$ cat src/rtl/uart_apb_ctrl_if.sv
// APB3 + register-block bundle for the UART APB front-end.
// The master modport is the fabric/register-block side, the slave modport is the controller.
interface uart_apb_ctrl_if #(
    parameter int ADDR_W = 12,
    parameter int DATA_W = 16
);
    logic              psel;
    logic              penable;
    logic              pwrite;
    logic [ADDR_W-1:0] paddr;
    logic [DATA_W-1:0] pwdata;
    logic [3:0]        pstrb;
    logic [DATA_W-1:0] prdata;
    logic              pready;
    logic              pslverr;
    logic [ADDR_W-1:0] reg_addr;
    logic [DATA_W-1:0] reg_wdata;
    logic [3:0]        reg_strb;
    logic              reg_wr_en;
    logic              reg_rd_en;
    logic              reg_ready;
    logic [DATA_W-1:0] reg_rdata;
    logic              tx_enable;
    logic              rx_enable;
    logic              full_tx;
    logic              empty_rx;
    logic              push_tx;
    logic              pop_rx;
    logic [7:0]        err_count;

    modport slave (
        input  psel, penable, pwrite, paddr, pwdata, pstrb,
        input  reg_rdata, tx_enable, rx_enable, full_tx, empty_rx,
        output prdata, pready, pslverr,
        output reg_addr, reg_wdata, reg_strb, reg_wr_en, reg_rd_en, reg_ready,
        output push_tx, pop_rx, err_count
    );

    modport master (
        output psel, penable, pwrite, paddr, pwdata, pstrb,
        output reg_rdata, tx_enable, rx_enable, full_tx, empty_rx,
        input  prdata, pready, pslverr,
        input  reg_addr, reg_wdata, reg_strb, reg_wr_en, reg_rd_en, reg_ready,
        input  push_tx, pop_rx, err_count
    );
endinterface

$ cat src/rtl/uart_apb_ctrl.sv
// APB3 slave front-end for the UART register block: captures the setup phase,
// inserts WAIT_STATES wait cycles, then issues one access cycle with strobes or PSLVERR.
//
// state     | meaning
// ST_IDLE   | no transfer; waiting for a setup phase (psel=1, penable=0)
// ST_WAIT   | setup latched; pready low while the wait counter runs down
// ST_ACCESS | single completing cycle; pready high, strobes or pslverr
module uart_apb_ctrl #(
    parameter int WAIT_STATES = 1,
    parameter int ADDR_W      = 12,
    parameter int DATA_W      = 16
) (
    input  logic      clk,
    input  logic      rst_n,
    uart_apb_ctrl_if.slave bus
);
    typedef enum logic [1:0] {ST_IDLE, ST_WAIT, ST_ACCESS} state_t;

    localparam logic [3:0]        WS      = 4'(WAIT_STATES);
    localparam logic [ADDR_W-1:0] A_TX    = ADDR_W'(32'h00);
    localparam logic [ADDR_W-1:0] A_RX    = ADDR_W'(32'h04);
    localparam logic [ADDR_W-1:0] A_STATE = ADDR_W'(32'h08);
    localparam logic [ADDR_W-1:0] A_CTRL  = ADDR_W'(32'h0C);
    localparam logic [ADDR_W-1:0] A_BAUD  = ADDR_W'(32'h10);
    localparam logic [ADDR_W-1:0] A_IER   = ADDR_W'(32'h14);
    localparam logic [ADDR_W-1:0] A_ISR   = ADDR_W'(32'h18);

    state_t            r_state;
    state_t            w_next;
    logic [3:0]        r_cnt;
    logic [ADDR_W-1:0] r_addr;
    logic [DATA_W-1:0] r_wdata;
    logic [3:0]        r_strb;
    logic              r_write;
    logic [7:0]        r_err_count;

    logic w_setup;
    logic w_capture;
    logic w_access;
    logic w_legal;
    logic w_err;
    logic w_wr_ok;
    logic w_rd_ok;

    assign w_setup   = bus.psel & ~bus.penable;
    // A setup phase is accepted from IDLE and also during ACCESS, so back-to-back transfers skip the idle bubble.
    assign w_capture = w_setup & ((r_state == ST_IDLE) | (r_state == ST_ACCESS));
    assign w_access  = (r_state == ST_ACCESS);

    // State register.
    always_ff @(posedge clk or negedge rst_n) begin
        if (!rst_n) r_state <= ST_IDLE;
        else        r_state <= w_next;
    end

    // Latch the setup-phase fields and reload the wait counter; run the counter down while waiting.
    always_ff @(posedge clk or negedge rst_n) begin
        if (!rst_n) begin
            r_cnt   <= '0;
            r_addr  <= '0;
            r_wdata <= '0;
            r_strb  <= '0;
            r_write <= 1'b0;
        end else if (w_capture) begin
            r_cnt   <= WS;
            r_addr  <= bus.paddr;
            r_wdata <= bus.pwdata;
            r_strb  <= bus.pstrb;
            r_write <= bus.pwrite;
        end else if (r_state == ST_WAIT && r_cnt != 4'd0) begin
            r_cnt <= r_cnt - 4'd1;
        end
    end

    // Next-state logic; psel dropping during WAIT aborts the transfer silently.
    always_comb begin
        w_next = r_state;
        case (r_state)
            ST_IDLE: begin
                if (w_setup) w_next = (WS != 4'd0) ? ST_WAIT : ST_ACCESS;
            end
            ST_WAIT: begin
                if (!bus.psel)          w_next = ST_IDLE;
                else if (r_cnt <= 4'd1) w_next = ST_ACCESS;
            end
            ST_ACCESS: begin
                if (w_setup) w_next = (WS != 4'd0) ? ST_WAIT : ST_ACCESS;
                else         w_next = ST_IDLE;
            end
            default: w_next = ST_IDLE;
        endcase
    end

    // Address map decode of the latched address.
    always_comb begin
        w_legal = 1'b0;
        case (r_addr)
            A_TX, A_RX, A_STATE, A_CTRL, A_BAUD, A_IER, A_ISR: w_legal = 1'b1;
            default: w_legal = 1'b0;
        endcase
    end

    // FIFO flags are only looked at here, so changes during WAIT never matter.
    assign w_err = ~w_legal
                 | (r_write & ((r_addr == A_RX) | (r_addr == A_STATE)))
                 | (r_write & (r_addr == A_TX) & (bus.full_tx | ~bus.tx_enable))
                 | (~r_write & (r_addr == A_RX) & (bus.empty_rx | ~bus.rx_enable));

    assign w_wr_ok = w_access & r_write & ~w_err;
    assign w_rd_ok = w_access & ~r_write & ~w_err;

    // Saturating count of error responses.
    always_ff @(posedge clk or negedge rst_n) begin
        if (!rst_n)                                  r_err_count <= 8'd0;
        else if (w_access && w_err && r_err_count != 8'hFF) r_err_count <= r_err_count + 8'd1;
    end

    assign bus.pready    = w_access;
    assign bus.pslverr   = w_access & w_err;
    assign bus.prdata    = w_rd_ok ? bus.reg_rdata : '0;
    assign bus.reg_addr  = r_addr;
    assign bus.reg_wdata = r_wdata;
    assign bus.reg_strb  = r_strb;
    assign bus.reg_wr_en = w_wr_ok;
    assign bus.reg_rd_en = w_rd_ok;
    assign bus.reg_ready = w_rd_ok;
    // The pop lands at the end of the read cycle, so prdata still carries the head entry.
    assign bus.push_tx   = w_wr_ok & (r_addr == A_TX) & r_strb[0];
    assign bus.pop_rx    = w_rd_ok & (r_addr == A_RX);
    assign bus.err_count = r_err_count;
endmodule

$ cat src/flat_wrapper.sv
// flat-port wrapper written by rule: the top's interface ports become plain ports
module uart_apb_ctrl_flat 
#(
    parameter int WAIT_STATES = 1,
    parameter int ADDR_W      = 12,
    parameter int DATA_W      = 16
)
  (clk, rst_n, bus_psel, bus_penable, bus_pwrite, bus_paddr, bus_pwdata, bus_pstrb, bus_reg_rdata, bus_tx_enable, bus_rx_enable, bus_full_tx, bus_empty_rx, bus_prdata, bus_pready, bus_pslverr, bus_reg_addr, bus_reg_wdata, bus_reg_strb, bus_reg_wr_en, bus_reg_rd_en, bus_reg_ready, bus_push_tx, bus_pop_rx, bus_err_count);
  uart_apb_ctrl_if #(.ADDR_W(ADDR_W), .DATA_W(DATA_W)) bus_i ();
  input  logic clk;
  input  logic rst_n;
  input wire logic [$bits(bus_i.psel)-1:0] bus_psel;
  input wire logic [$bits(bus_i.penable)-1:0] bus_penable;
  input wire logic [$bits(bus_i.pwrite)-1:0] bus_pwrite;
  input wire logic [$bits(bus_i.paddr)-1:0] bus_paddr;
  input wire logic [$bits(bus_i.pwdata)-1:0] bus_pwdata;
  input wire logic [$bits(bus_i.pstrb)-1:0] bus_pstrb;
  input wire logic [$bits(bus_i.reg_rdata)-1:0] bus_reg_rdata;
  input wire logic [$bits(bus_i.tx_enable)-1:0] bus_tx_enable;
  input wire logic [$bits(bus_i.rx_enable)-1:0] bus_rx_enable;
  input wire logic [$bits(bus_i.full_tx)-1:0] bus_full_tx;
  input wire logic [$bits(bus_i.empty_rx)-1:0] bus_empty_rx;
  output wire logic [$bits(bus_i.prdata)-1:0] bus_prdata;
  output wire logic [$bits(bus_i.pready)-1:0] bus_pready;
  output wire logic [$bits(bus_i.pslverr)-1:0] bus_pslverr;
  output wire logic [$bits(bus_i.reg_addr)-1:0] bus_reg_addr;
  output wire logic [$bits(bus_i.reg_wdata)-1:0] bus_reg_wdata;
  output wire logic [$bits(bus_i.reg_strb)-1:0] bus_reg_strb;
  output wire logic [$bits(bus_i.reg_wr_en)-1:0] bus_reg_wr_en;
  output wire logic [$bits(bus_i.reg_rd_en)-1:0] bus_reg_rd_en;
  output wire logic [$bits(bus_i.reg_ready)-1:0] bus_reg_ready;
  output wire logic [$bits(bus_i.push_tx)-1:0] bus_push_tx;
  output wire logic [$bits(bus_i.pop_rx)-1:0] bus_pop_rx;
  output wire logic [$bits(bus_i.err_count)-1:0] bus_err_count;
  assign bus_i.psel = bus_psel;
  assign bus_i.penable = bus_penable;
  assign bus_i.pwrite = bus_pwrite;
  assign bus_i.paddr = bus_paddr;
  assign bus_i.pwdata = bus_pwdata;
  assign bus_i.pstrb = bus_pstrb;
  assign bus_i.reg_rdata = bus_reg_rdata;
  assign bus_i.tx_enable = bus_tx_enable;
  assign bus_i.rx_enable = bus_rx_enable;
  assign bus_i.full_tx = bus_full_tx;
  assign bus_i.empty_rx = bus_empty_rx;
  assign bus_prdata = bus_i.prdata;
  assign bus_pready = bus_i.pready;
  assign bus_pslverr = bus_i.pslverr;
  assign bus_reg_addr = bus_i.reg_addr;
  assign bus_reg_wdata = bus_i.reg_wdata;
  assign bus_reg_strb = bus_i.reg_strb;
  assign bus_reg_wr_en = bus_i.reg_wr_en;
  assign bus_reg_rd_en = bus_i.reg_rd_en;
  assign bus_reg_ready = bus_i.reg_ready;
  assign bus_push_tx = bus_i.push_tx;
  assign bus_pop_rx = bus_i.pop_rx;
  assign bus_err_count = bus_i.err_count;
  uart_apb_ctrl #(.WAIT_STATES(WAIT_STATES), .ADDR_W(ADDR_W), .DATA_W(DATA_W)) u_core (.clk(clk), .rst_n(rst_n), .bus(bus_i));
endmodule
$ cat config.mk
export PLATFORM = sky130hd
export DESIGN_NAME = uart_apb_ctrl_flat
export DESIGN_NICKNAME = d
export VERILOG_FILES = /design/src/rtl/uart_apb_ctrl_if.sv /design/src/rtl/uart_apb_ctrl.sv /design/src/flat_wrapper.sv
export SDC_FILE = /design/constraint.sdc
export NUM_CORES = 1
export LEC_CHECK = 0
export BUFFER_PORTS_ARGS = -buffer_cell sky130_fd_sc_hd__buf_2
export CORE_MARGIN = 2
export CORE_UTILIZATION = 40
export DETAILED_ROUTE_END_ITERATION = 12
export PLACE_DENSITY = 0.76
export SYNTH_ARGS = -nofsm -noshare
export SYNTH_HDL_FRONTEND = slang
export SYNTH_SLANG_ARGS = --single-unit
$ cat constraint.sdc
create_clock -name clk -period 2.3 [get_ports clk]
set_clock_uncertainty 0.05 [all_clocks]
set_input_delay 0.575 -clock clk [delete_from_list [all_inputs] [get_ports clk]]
set_output_delay 0.575 -clock clk [all_outputs]
set_load 0.01 [all_outputs]
# Word-level counts from Yosys, hierarchy flattened
# Cells that the tools add are included.
# classes
n_reduce_logical	9
addsub	2
bitwise	28
n_lt_le_gt_ge	1
muxes	9
eq_ne	11
# op_table
cell	count
12-bit by 5-bit == test with 1-bit output, second input constant	3
12-bit by 4-bit == test with 1-bit output, second input constant	2
16-bit two-way mux	1
1-bit AND	15
12-bit by 3-bit == test with 1-bit output, second input constant	1
12-bit zero test	1
8-bit by 1-bit adder with 8-bit output, second input constant	1
4-bit two-way mux	2
8-bit != test, second input constant	1
1-bit OR	7
7-bit OR reduction	1
2-bit two-way mux	3
1-bit NOT	6
2-bit one-hot mux with 3 select lines	1
4-bit by 1-bit <= comparator with 1-bit output, second input constant	1
4-bit nonzero test	1
4-bit by 1-bit subtractor with 4-bit output, second input constant	1
1-bit logical AND	3
3-bit != test, second input constant	1
2-bit by 1-bit == test with 1-bit output, second input constant	1
2-bit == test, second input constant	1
2-bit zero test	1
1-bit two-way mux	2
2-bit by 1-bit != test with 1-bit output, second input constant	1
2 further kinds	2
# word_totals
ff_bits	47
output_inout_bits	63
elab_cells	67
inputBits	57

# Depth between registers and ports, before layout
# Gate-level depths: netlist of the first run.
# depth
ltp_word	11
ltp_mapped	6
mapped_depth_nobuf	6

# Worst setup path after synthesis of the first run
# No wires, ideal clock.
# synth_timing
path_kind	reg-to-output
startpoint	register u_core.r_addr[1] (netlist: u_core.bus.reg_addr[1])
endpoint	output port bus_prdata[11]
t_arrival_ns	1.847
t_required_ns	1.675
path_stages_with_launch	6
path_buffers	1
path_slack_ns	-0.172
cell_sequence	dfrtp_1 > nor4_1 > nand3_1 > nor4_2 > clkbuf_1 > and2_1
# synth_via
elab_chain_cells	10
elab_cells_between_ends	22
# synth_rtl
element	line	source
start, declared	uart_apb_ctrl.sv:31	logic [ADDR_W-1:0] r_addr;
start signal, assigned	uart_apb_ctrl.sv:66	r_addr <= bus.paddr;
12-bit by 4-bit == test with 1-bit output (tied with other cells)	uart_apb_ctrl.sv:97	case (r_addr)
7-bit OR reduction	uart_apb_ctrl.sv:97	
1-bit two-way mux	uart_apb_ctrl.sv:97	
1-bit NOT	uart_apb_ctrl.sv:104	assign w_err = ~w_legal
1-bit OR	uart_apb_ctrl.sv:105	| (r_write & ((r_addr == A_RX) | (r_addr == A_STATE)))
1-bit OR	uart_apb_ctrl.sv:106	| (r_write & (r_addr == A_TX) & (bus.full_tx | ~bus.tx_enable))
1-bit OR (*)	uart_apb_ctrl.sv:107	| (~r_write & (r_addr == A_RX) & (bus.empty_rx | ~bus.rx_enable));
1-bit NOT (*)	uart_apb_ctrl.sv:110	assign w_rd_ok = w_access & ~r_write & ~w_err;
1-bit AND (*)	uart_apb_ctrl.sv:110	
named net bus_reg_rd_en	flat_wrapper.sv:30	output wire logic [$bits(bus_i.reg_rd_en)-1:0] bus_reg_rd_en;
16-bit two-way mux (*)	uart_apb_ctrl.sv:120	assign bus.prdata = w_rd_ok ? bus.reg_rdata : '0;
end, declared	flat_wrapper.sv:23	output wire logic [$bits(bus_i.prdata)-1:0] bus_prdata;
# The timed path passes the listed nets; every way through them passes the cells marked *.

# Final worst setup path of the first run
# layout_timing
startpoint	register u_core.r_addr[3] (netlist: u_core.bus.reg_addr[3])
endpoint	output port bus_prdata[3]
# layout_via
elab_chain_cells	10
elab_cells_between_ends	22
# layout_rtl
element	line
12-bit by 4-bit == test with 1-bit output (tied with other cells)	uart_apb_ctrl.sv:97
7-bit OR reduction	uart_apb_ctrl.sv:97
1-bit two-way mux	uart_apb_ctrl.sv:97
1-bit NOT	uart_apb_ctrl.sv:104
1-bit OR	uart_apb_ctrl.sv:105
1-bit OR	uart_apb_ctrl.sv:106
1-bit OR (*)	uart_apb_ctrl.sv:107
1-bit NOT (*)	uart_apb_ctrl.sv:110
1-bit AND (*)	uart_apb_ctrl.sv:110
16-bit two-way mux (*)	uart_apb_ctrl.sv:120
# Mark *: on every way between the ends. The rest lies on a longest branch, timed or not.

==> results.json, run 1 <==
{
  "status": "finished, violations left",
  "violations": "negative setup slack",
  "cpPeakStageDelay_ps": 560,
  "viasPerCell": 4.83,
  "post_synth.cell_area_avg_sq_um": 12.4,
  "layout_commonest_cell": "buf_2",
  "rows": 26,
  "netlist_instances": 175,
  "path_clk_slew_ps": 90,
  "synth.area.top_cells": "dfrtp_1 54%, mux2_2 18%, and2_1 4.6%, xor2_1 2.8%, ha_1 1.7%",
  "hp-class": "in2async",
  "hold_violations": 0,
  "finalSetupViolCount": 22,
  "peakVddDrop_v": 0.000503,
  "clk_latency_ps": 290,
  "layout-drive-gt1-share_pct": 63.4,
  "synth_warnings": 0,
  "syn_to_final_growth_pct": 49.3,
  "cts_root_buf": "clkbuf_8",
  "dp_cells": 374,
  "setup_tns_ps": -5120,
  "hpwl_um": 3790,
  "yosysTopAreaCell": "dfrtp_1",
  "gp_congestion": 0.791,
  "crit_required_ps": 1670,
  "io_pins": 120,
  "maxSlewViolCount": 0,
  "drt_pass1_iterations": 4,
  "cp_top_family": "simple AND/OR/NAND/NOR gates",
  "drt-initial-drc-count": 82,
  "grt_pass1_wl_um": 8560,
  "power.density_mw_per_mm2": 832,
  "maxCapViolCount": 0,
  "core-area_sq_mm": 0.00517,
  "layout_common_cells": "114 x buf_2, 47 x dfrtp_1, 34 x mux2_2",
  "syn_nets": 235,
  "diodes": 0,
  "pwr-share-comb_pct": 36.3,
  "crit_arrival_ps": 1950,
  "grt_use_total_pct": 17.7,
  "grt_max_degree": 48,
  "detail-route-antenna-nets": 0,
  "switching_share_pct": 33.4,
  "final_util_pct": 62.5,
  "seqPwrFrac_pct": 46.0,
  "wirelength_um": 5270,
  "stdcell_count": 390,
  "syn-cell-area_sq_mm": 0.00216,
  "end_kind": "output port",
  "hold_buffers": 0,
  "hold_ws_ps": 211,
  "crit_fanout": 5,
  "clock_sinks": 47,
  "ys_ff_latch": 47,
  "fp.dieW_um": 77.6,
  "ys_types": 30,
  "overflow": 0,
  "die_h_um": 77.6,
  "antenna_found_initial": 0,
  "power_mw": 2.69,
  "p_leak_nw": 1.65,
  "critPathLaunchType": "flop",
  "relSlewSlack_pct": 70.5,
  "wl_per_cell_um": 13.5,
  "rsz0062_at_grt": "yes",
  "drc": 0,
  "nFillCells": 434,
  "cp_num_buf_inv": 2,
  "p_int_mw": 1.79,
  "clockBufferDepth": 2,
  "yosysSeqAreaShare_pct": 54.3,
  "num_vias": 1882,
  "critical_path_class": "reg2out",
  "synth_top_area_share_pct": 54.3,
  "place.port_buffers": 119,
  "die_area_sq_mm": 0.00602,
  "timing.final.crit_share_pct": 112,
  "cts_max_level": 2,
  "p_sw_mw": 0.899,
  "worstPathCellList": "or4b_4, nor3_4, nor4_4, buf_4, and2_1, buf_2",
  "max_freq_ghz": 0.388,
  "tightest_slew_ps": 443,
  "worst_slack_ps": -277,
  "finalCriticalPeriod_ps": 2580,
  "grt_pass1_vias": 1865,
  "nNetsFinal": 379,
  "p_clk_share_pct": 17.7,
  "slowest_stage": "or4b_4",
  "cts_buffers": 5,
  "cts_tree": "yes",
  "start_util_pct": 41.8
}
==> stage by stage <==
stage,setup slack [ps],area [sq um]
2_1_floorplan,0.0253,2200
5_1_grt,-388,3230
3_5_place_dp,-70.2,2990
4_1_cts,-275,3120
3_3_place_gp,-41.4,2990
6_report,-277,3230
==> timing repair <==
item / in CTS / in global routing
endpoints found under the setup margin: 22 / 23
pin swaps: 2 / 2
gates resized for setup: 4 / 17
cloned: 0 / 2
buffers inserted: 2 / 4
==> worst reg2reg max path, stage by stage, from the launching register on <==
cell	delay [ps]
dfrtp_1	390
or4b_4	560
nor3_4	180
buf_4	160
o31ai_4	70
buf_4	170
nor2_2	150
mux2_2	340
==> Yosys cell counts, drive strengths merged <==
library cell	number
dfrtp	47
mux2	34
and2	16
nor2	7
nor3	7
xor2	7
nand2	6
nor4	6
clkbuf	5
inv	5
nand3	5
nand2b	4
nor3b	4
a21oi	3
ha	3
o21ai	3
and3	2
o31ai	2
a211o	1
a31o	1
a31oi	1
and3b	1
buf	1
nor2b	1
nor4b	1
o21ba	1
or4b	1
==> metal layers <==
layer / global-route usage, % / vias to the layer above / wire, um
met1: 20.2 / 879 / 2120
met3: 6.63 / 2 / 565
met5: 0 / - / 0
li1: - / 910 / -
met2: 31.3 / 91 / 2560
met4: 4.46 / 0 / 23
==> final cells by class <==
type	instances	area, sq um	share of cell area (%)
Timing Repair Buffer	143	840	26.0
Clock buffer	6	72.6	2.25
Clock inverter	2	12.5	0.387
Multi-Input combinational cell	117	1020	31.7
Tap cell	70	87.6	2.71
Sequential cell	47	1180	36.4
Inverter	5	18.8	0.581
==> sequential cells by signal (all words and copies together), names as in the netlist <==
signal and count:
u_core.bus.err_count 8, u_core.r_state 2, u_core.bus.reg_wdata 16, u_core.r_cnt 4, u_core.bus.reg_addr 12, u_core.bus.reg_strb 4, u_core.r_write 1
==> power groups by stage <==
stage	Sequential [mW]	Clock, mW	Combinational, mW
floorplan	1.33	0	0.393
global placement	1.23	0	0.903
detailed placement	1.25	0	0.926
CTS	1.24	0.503	0.956
global route	1.28	0.538	1.07
finish	1.24	0.477	0.975
==> final timing paths <==
kind,start,endpoint,slack (ps),cells after the start
worst max-delay path,u_core.bus.reg_addr[3]$_DFFE_PN0P_,bus_prdata[3],-280,6
worst min-delay path,rst_n,u_core.bus.err_count[5]$_DFFE_PN0P_,210,2
worst max register to register,u_core.bus.reg_addr[3]$_DFFE_PN0P_,u_core.bus.err_count[1]$_DFFE_PN0P_,120,7
worst min register to register,u_core.bus.reg_wdata[13]$_DFFE_PN0P_,u_core.bus.reg_wdata[13]$_DFFE_PN0P_,460,1
max in group asynchronous,rst_n,u_core.r_state[1]$_DFFE_PN0P_,1760,2
min in group clk,u_core.bus.reg_wdata[13]$_DFFE_PN0P_,u_core.bus.reg_wdata[13]$_DFFE_PN0P_,460,1
==> logic make-up after synthesis <==
kind of cell             after synthesis  share of synthesized area, %
AO/OA/AOI/OAI                         12                          4.28
XOR/XNOR                               7                          2.83
adder cells (fa/ha/maj)                3                          1.73
buffers and inverters                 11                          2.08
flip-flops                            47                          54.3
multiplexers                          34                          17.7
AND/OR/NAND/NOR                       61                          17.1
(Power assumes the default switching activity.)
==> run 2, diff against run 1 <==
--- a/config.mk
+++ b/config.mk
@@ -6,10 +6,9 @@
 export NUM_CORES = 1
 export LEC_CHECK = 0
 export BUFFER_PORTS_ARGS = -buffer_cell sky130_fd_sc_hd__buf_2
-export CORE_MARGIN = 2
-export CORE_UTILIZATION = 40
+export CORE_UTILIZATION = 47
 export DETAILED_ROUTE_END_ITERATION = 12
-export PLACE_DENSITY = 0.76
+export PLACE_DENSITY = 0.84
 export SYNTH_ARGS = -nofsm -noshare
 export SYNTH_HDL_FRONTEND = slang
 export SYNTH_SLANG_ARGS = --single-unit
==> constraint.sdc (replaced) <==
create_clock -name clk -period 3.3 [get_ports clk]
set_clock_uncertainty 0.05 [all_clocks]
set_input_delay 0.825 -clock clk [delete_from_list [all_inputs] [get_ports clk]]
set_output_delay 0.825 -clock clk [all_outputs]
set_load 0.01 [all_outputs]
==> run 2 against run 1 <==
Compared with the run above:
- the run now ends clean
- first-iteration DRC count down 12%
- die area is 19% lower
- utilization rose by 3.8 points
- via count shrank 4.6%
- critical endpoint is now bus_prdata[9]
==> results.json, run 2 (synthesis results as in run 1) <==
{
  "final_util_pct": 66.3,
  "core-area_sq_mm": 0.00438,
  "worstPathCellList": "nor4_1, nand3_1, nor4_2, buf_4, and2_1, buf_2",
  "p_sw_mw": 0.587,
  "seq_area_sq_mm": 0.00118,
  "r2r_start": "u_core.bus.reg_addr[3]$_DFFE_PN0P_",
  "maxSlewViolCount": 0,
  "cts_resized": 0,
  "power_mw": 1.77,
  "relSlewSlack_pct": 31.6,
  "cp_top_family": "simple AND/OR/NAND/NOR gates",
  "dpl_cell_area_sq_mm": 0.00283,
  "r2r_cells": 6,
  "start_util_pct": 49.4,
  "worstSetupEndpoint": "bus_prdata[9]",
  "grt_pass1_vias": 1649,
  "dp_cells": 343,
  "p_leak_nw": 1.52,
  "largest_register_ffs": 16,
  "hold_violations": 0,
  "drc": 0,
  "reg2reg_slack_ps": 1020,
  "die_area_sq_mm": 0.00488,
  "rows": 24,
  "post_cts_buffers": 0,
  "worst_slack_ps": 236,
  "hp-class": "reg2reg",
  "drt_pass1_iterations": 4,
  "pwr-share-comb_pct": 32.1,
  "diodes": 0,
  "clockBufferDepth": 2,
  "place.port_buffers": 119,
  "detail-route-antenna-nets": 0,
  "cts_tree": "yes",
  "finalCriticalPeriod_ps": 3060,
  "crit_required_ps": 2420,
  "setup_tns_ps": 0,
  "final_area_sq_mm": 0.00291,
  "layout_commonest_cell": "buf_2",
  "wirelength_um": 4670,
  "hpwl_um": 3530,
  "critPathLaunch": "u_core.bus.reg_addr[1]$_DFFE_PN0P_",
  "hold_ws_ps": 457,
  "peakVddDrop_v": 0.000380,
  "path_clk_slew_ps": 80,
  "clk_latency_ps": 290,
  "reg2reg_to": "u_core.bus.err_count[1]$_DFFE_PN0P_",
  "critical_path_class": "reg2out",
  "nNetsFinal": 358,
  "clock_sinks": 47,
  "critPathLaunchType": "flop",
  "antenna_found_initial": 0,
  "cts_buffers": 5,
  "drt-initial-drc-count": 72,
  "max_freq_ghz": 0.326,
  "nFillCells": 371,
  "io_pins": 120,
  "viasPerCell": 5.11,
  "crit_fanout": 18,
  "stdcell_count": 351,
  "cpPeakStageDelay_ps": 500,
  "cts_max_level": 2,
  "path_depth": 6,
  "grt_use_total_pct": 18.9,
  "p_int_mw": 1.18,
  "power.density_mw_per_mm2": 607,
  "grt_pass1_wl_um": 7330,
  "grt_max_degree": 48,
  "cts_root_buf": "clkbuf_8",
  "seqPwrFrac_pct": 49.3,
  "layout_common_cells": "119 x buf_2, 47 x dfrtp_1, 34 x mux2_2",
  "num_vias": 1795,
  "rsz0062_at_grt": "no",
  "wl_per_cell_um": 13.3,
  "gp_congestion": 0.761,
  "timing.final.crit_share_pct": 92.9,
  "maxCapViolCount": 0,
  "hold_buffers": 0,
  "end_kind": "output port",
  "syn_to_final_growth_pct": 34.3,
  "status": "completed",
  "die_h_um": 69.9,
  "fp.dieW_um": 69.9,
  "layout-drive-gt1-share_pct": 56.5,
  "cp_num_buf_inv": 2,
  "switching_share_pct": 33.2,
  "dp_slack_ps": 457,
  "p_clk_share_pct": 18.6,
  "crit_arrival_ps": 2190,
  "finalSetupViolCount": 0,
  "tightest_slew_ps": 1030,
  "slowest_stage": "nor4_1",
  "multiInputGateArea_sq_um": 948,
  "overflow": 0
}
==> run 2: cell count changes in the layout (fill, tap and decap cells not counted), sizes merged <==
cell | before | now
buf | 143 | 122
clkinvlp | 1 | 0
clkbuf | 6 | 7
==> run 2: worst min-delay path by stage <==
stage / start / end / slack, ps / depth (start not counted)
floorplan: u_core.r_cnt[3]$_DFFE_PN0P_ / u_core.r_state[1]$_DFFE_PN0P_ / 400 / 1
global placement: u_core.r_cnt[3]$_DFFE_PN0P_ / u_core.r_state[1]$_DFFE_PN0P_ / 430 / 1
detailed placement: u_core.r_cnt[3]$_DFFE_PN0P_ / u_core.r_state[1]$_DFFE_PN0P_ / 440 / 1
CTS: u_core.r_cnt[3]$_DFFE_PN0P_ / u_core.r_state[1]$_DFFE_PN0P_ / 450 / 1
global route: u_core.r_cnt[3]$_DFFE_PN0P_ / u_core.r_state[1]$_DFFE_PN0P_ / 460 / 1
finish: u_core.bus.reg_wdata[1]$_DFFE_PN0P_ / u_core.bus.reg_wdata[1]$_DFFE_PN0P_ / 460 / 1
==> run 2: worst reg2reg max path, cell delays in order, from the launching register on <==
cell	delay [ps]
dfrtp_1	460
or4b_4	590
nor3_4	250
o31ai_4	100
buf_4	170
nor2_1	190
mux2_2	350
==> run 2: power by group through the flow <==
| stage | registers, mW | clock network, mW | logic, mW |
|---|---|---|---|
| CTS | 0.872 | 0.338 | 0.576 |
| finish | 0.870 | 0.329 | 0.567 |
| global placement | 0.873 | 0 | 0.552 |
| global route | 0.894 | 0.356 | 0.625 |
| detailed placement | 0.881 | 0 | 0.572 |
| floorplan | 0.925 | 0 | 0.271 |
==> run 2: cell type report <==
type                       count  area share [%]
multi-input combinational    117            32.6
clock buffer                   7            2.62
clock inverter                 1           0.172
inverter                       5           0.645
tap                           52            2.24
sequential                    47            40.4
timing repair buffer         122            21.3
==> run 2: routing by layer <==
metal	global-route usage, %	part of all wire, %	wire length, um
met1	23.8	43	1990
met2	31.9	47	2200
met3	5.92	9.3	435
met4	4.67	0.86	40
met5	0	0	0
==> run 3, diff against run 2 <==
--- a/config.mk
+++ b/config.mk
@@ -5,10 +5,10 @@
 export SDC_FILE = /design/constraint.sdc
 export NUM_CORES = 1
 export LEC_CHECK = 0
-export BUFFER_PORTS_ARGS = -buffer_cell sky130_fd_sc_hd__buf_2
-export CORE_UTILIZATION = 47
+export CORE_UTILIZATION = 55
 export DETAILED_ROUTE_END_ITERATION = 12
-export PLACE_DENSITY = 0.84
+export DONT_BUFFER_PORTS = 1
+export PLACE_DENSITY = 0.7
 export SYNTH_ARGS = -nofsm -noshare
 export SYNTH_HDL_FRONTEND = slang
 export SYNTH_SLANG_ARGS = --single-unit
==> run 3 against run 2 <==
Compared with the run above:
- via count is 23% lower
- power is 2.5% lower
- die area is 14% lower
- cell count is 34% lower
- wire length is 7.0% lower
- largest power group unchanged
==> results.json, run 3 (synthesis results as in run 1) <==
{
  "critPathLaunchType": "flop",
  "setup_tns_ps": 0,
  "drc": 0,
  "dp_cells": 222,
  "grt_pass1_wl_um": 6670,
  "finalCriticalPeriod_ps": 3200,
  "io_pins": 120,
  "cts_buffers": 5,
  "hp-class": "in2async",
  "nFillCells": 293,
  "clk_latency_ps": 290,
  "max_freq_ghz": 0.312,
  "crit_arrival_ps": 2330,
  "nNetsFinal": 241,
  "cts_root_buf": "clkbuf_8",
  "layout-drive-gt1-share_pct": 31.3,
  "detail-route-antenna-nets": 0,
  "cts_max_level": 2,
  "hpwl_um": 3300,
  "hold_violations": 0,
  "wirelength_um": 4340,
  "start_util_pct": 58.2,
  "maxSlewViolCount": 0,
  "final_util_pct": 64.5,
  "place.port_buffers": 0,
  "worst_slack_ps": 96.5,
  "dpl_cell_area_sq_mm": 0.00224,
  "wl_met2_um": 2370,
  "dp_slack_ps": 195,
  "num_vias": 1382,
  "seq_area_sq_mm": 0.00118,
  "largest_register_ffs": 16,
  "tightest_slew_ps": 494,
  "maxCapViolCount": 0,
  "path_clk_slew_ps": 80,
  "diodes": 0,
  "gp_congestion": 0.807,
  "grt_pass1_vias": 1367,
  "dr_wl_met3_um": 358,
  "drt-initial-drc-count": 75,
  "power.density_mw_per_mm2": 718,
  "status": "completed",
  "final_area_sq_mm": 0.00240,
  "die_h_um": 64.7,
  "end_kind": "output port",
  "antenna_found_initial": 0,
  "crit_required_ps": 2420,
  "reg2reg_slack_ps": 1040,
  "finalSetupViolCount": 0,
  "post_cts_buffers": 0,
  "stdcell_count": 230,
  "r2r_cells": 5,
  "die_area_sq_mm": 0.00419,
  "grt_use_total_pct": 21.8,
  "hold_ws_ps": 166,
  "layout_common_cells": "47 x dfrtp_1, 34 x mux2_2, 16 x and2_1",
  "drt_pass1_iterations": 4,
  "peakVddDrop_v": 0.000402,
  "clock_sinks": 47,
  "layout_commonest_cell": "dfrtp_1",
  "syn_to_final_growth_pct": 10.8,
  "wl_per_cell_um": 18.9,
  "r2r_start": "u_core.bus.reg_addr[3]$_DFFE_PN0P_",
  "relSlewSlack_pct": 67.1,
  "p_leak_nw": 1.04,
  "core-area_sq_mm": 0.00372,
  "timing.final.crit_share_pct": 97.1,
  "rows": 22,
  "power_mw": 1.72,
  "viasPerCell": 6.01,
  "reg2reg_to": "u_core.bus.err_count[1]$_DFFE_PN0P_",
  "wl_met1_um": 1560,
  "critical_path_class": "reg2out",
  "cts_tree": "yes",
  "clockBufferDepth": 2,
  "grt_max_degree": 48,
  "multiInputGateArea_sq_um": 983,
  "crit_fanout": 4,
  "overflow": 0,
  "fp.dieW_um": 64.7,
  "routed.top_layer": "met4"
}
## run 3: cell type report
cell class                      count  share of cell area [%]
Timing Repair Buffer                5                    1.72
Inverter                            5                   0.783
Sequential cell                    47                    49.1
Tap cell                           48                    2.51
Clock inverter                      2                    1.46
Clock buffer                        6                    3.44
Multi-Input combinational cell    117                    41.0
## run 3: critical path: stages (launching register included)
cell and delay, ps:
dfrtp_1 460, nor4_4 310, buf_4 160, nand3_1 190
nor4_4 460, nor3b_2 290, buf_4 160
## run 3: how the worst max path moves through the flow
stage                                       start              to  slack, ps  cells after the start
4_1_cts        u_core.bus.reg_addr[9]$_DFFE_PN0P_      bus_pop_rx         40                      5
5_1_grt        u_core.bus.reg_addr[1]$_DFFE_PN0P_      bus_pop_rx        -20                      6
3_3_place_gp   u_core.bus.reg_addr[1]$_DFFE_PN0P_      bus_pop_rx        240                      6
2_1_floorplan                       bus_rx_enable  bus_prdata[11]        410                      5
3_5_place_dp   u_core.bus.reg_addr[1]$_DFFE_PN0P_      bus_pop_rx        190                      6
6_report       u_core.bus.reg_addr[1]$_DFFE_PN0P_      bus_pop_rx        100                      6
## run 3: timing repair
item / 4_1_cts / 5_1_grt
setup endpoints to repair: 16 / 17
hold buffers: 0 / 0
resized for setup: 2 / 4
gates cloned: 0 / 0
pin swaps: 0 / 1
## run 3: layer usage
metal / global-route usage, % / vias up
met5: 0 / -
met4: 6.67 / 0
met3: 6.16 / 6
met2: 40.6 / 82
met1: 23.6 / 677
li1: - / 617
## run 3: where the power goes
group	internal (mW)	switching (mW)
combinational	0.183	0.139
sequential	0.738	0.232
clock	0.245	0.186
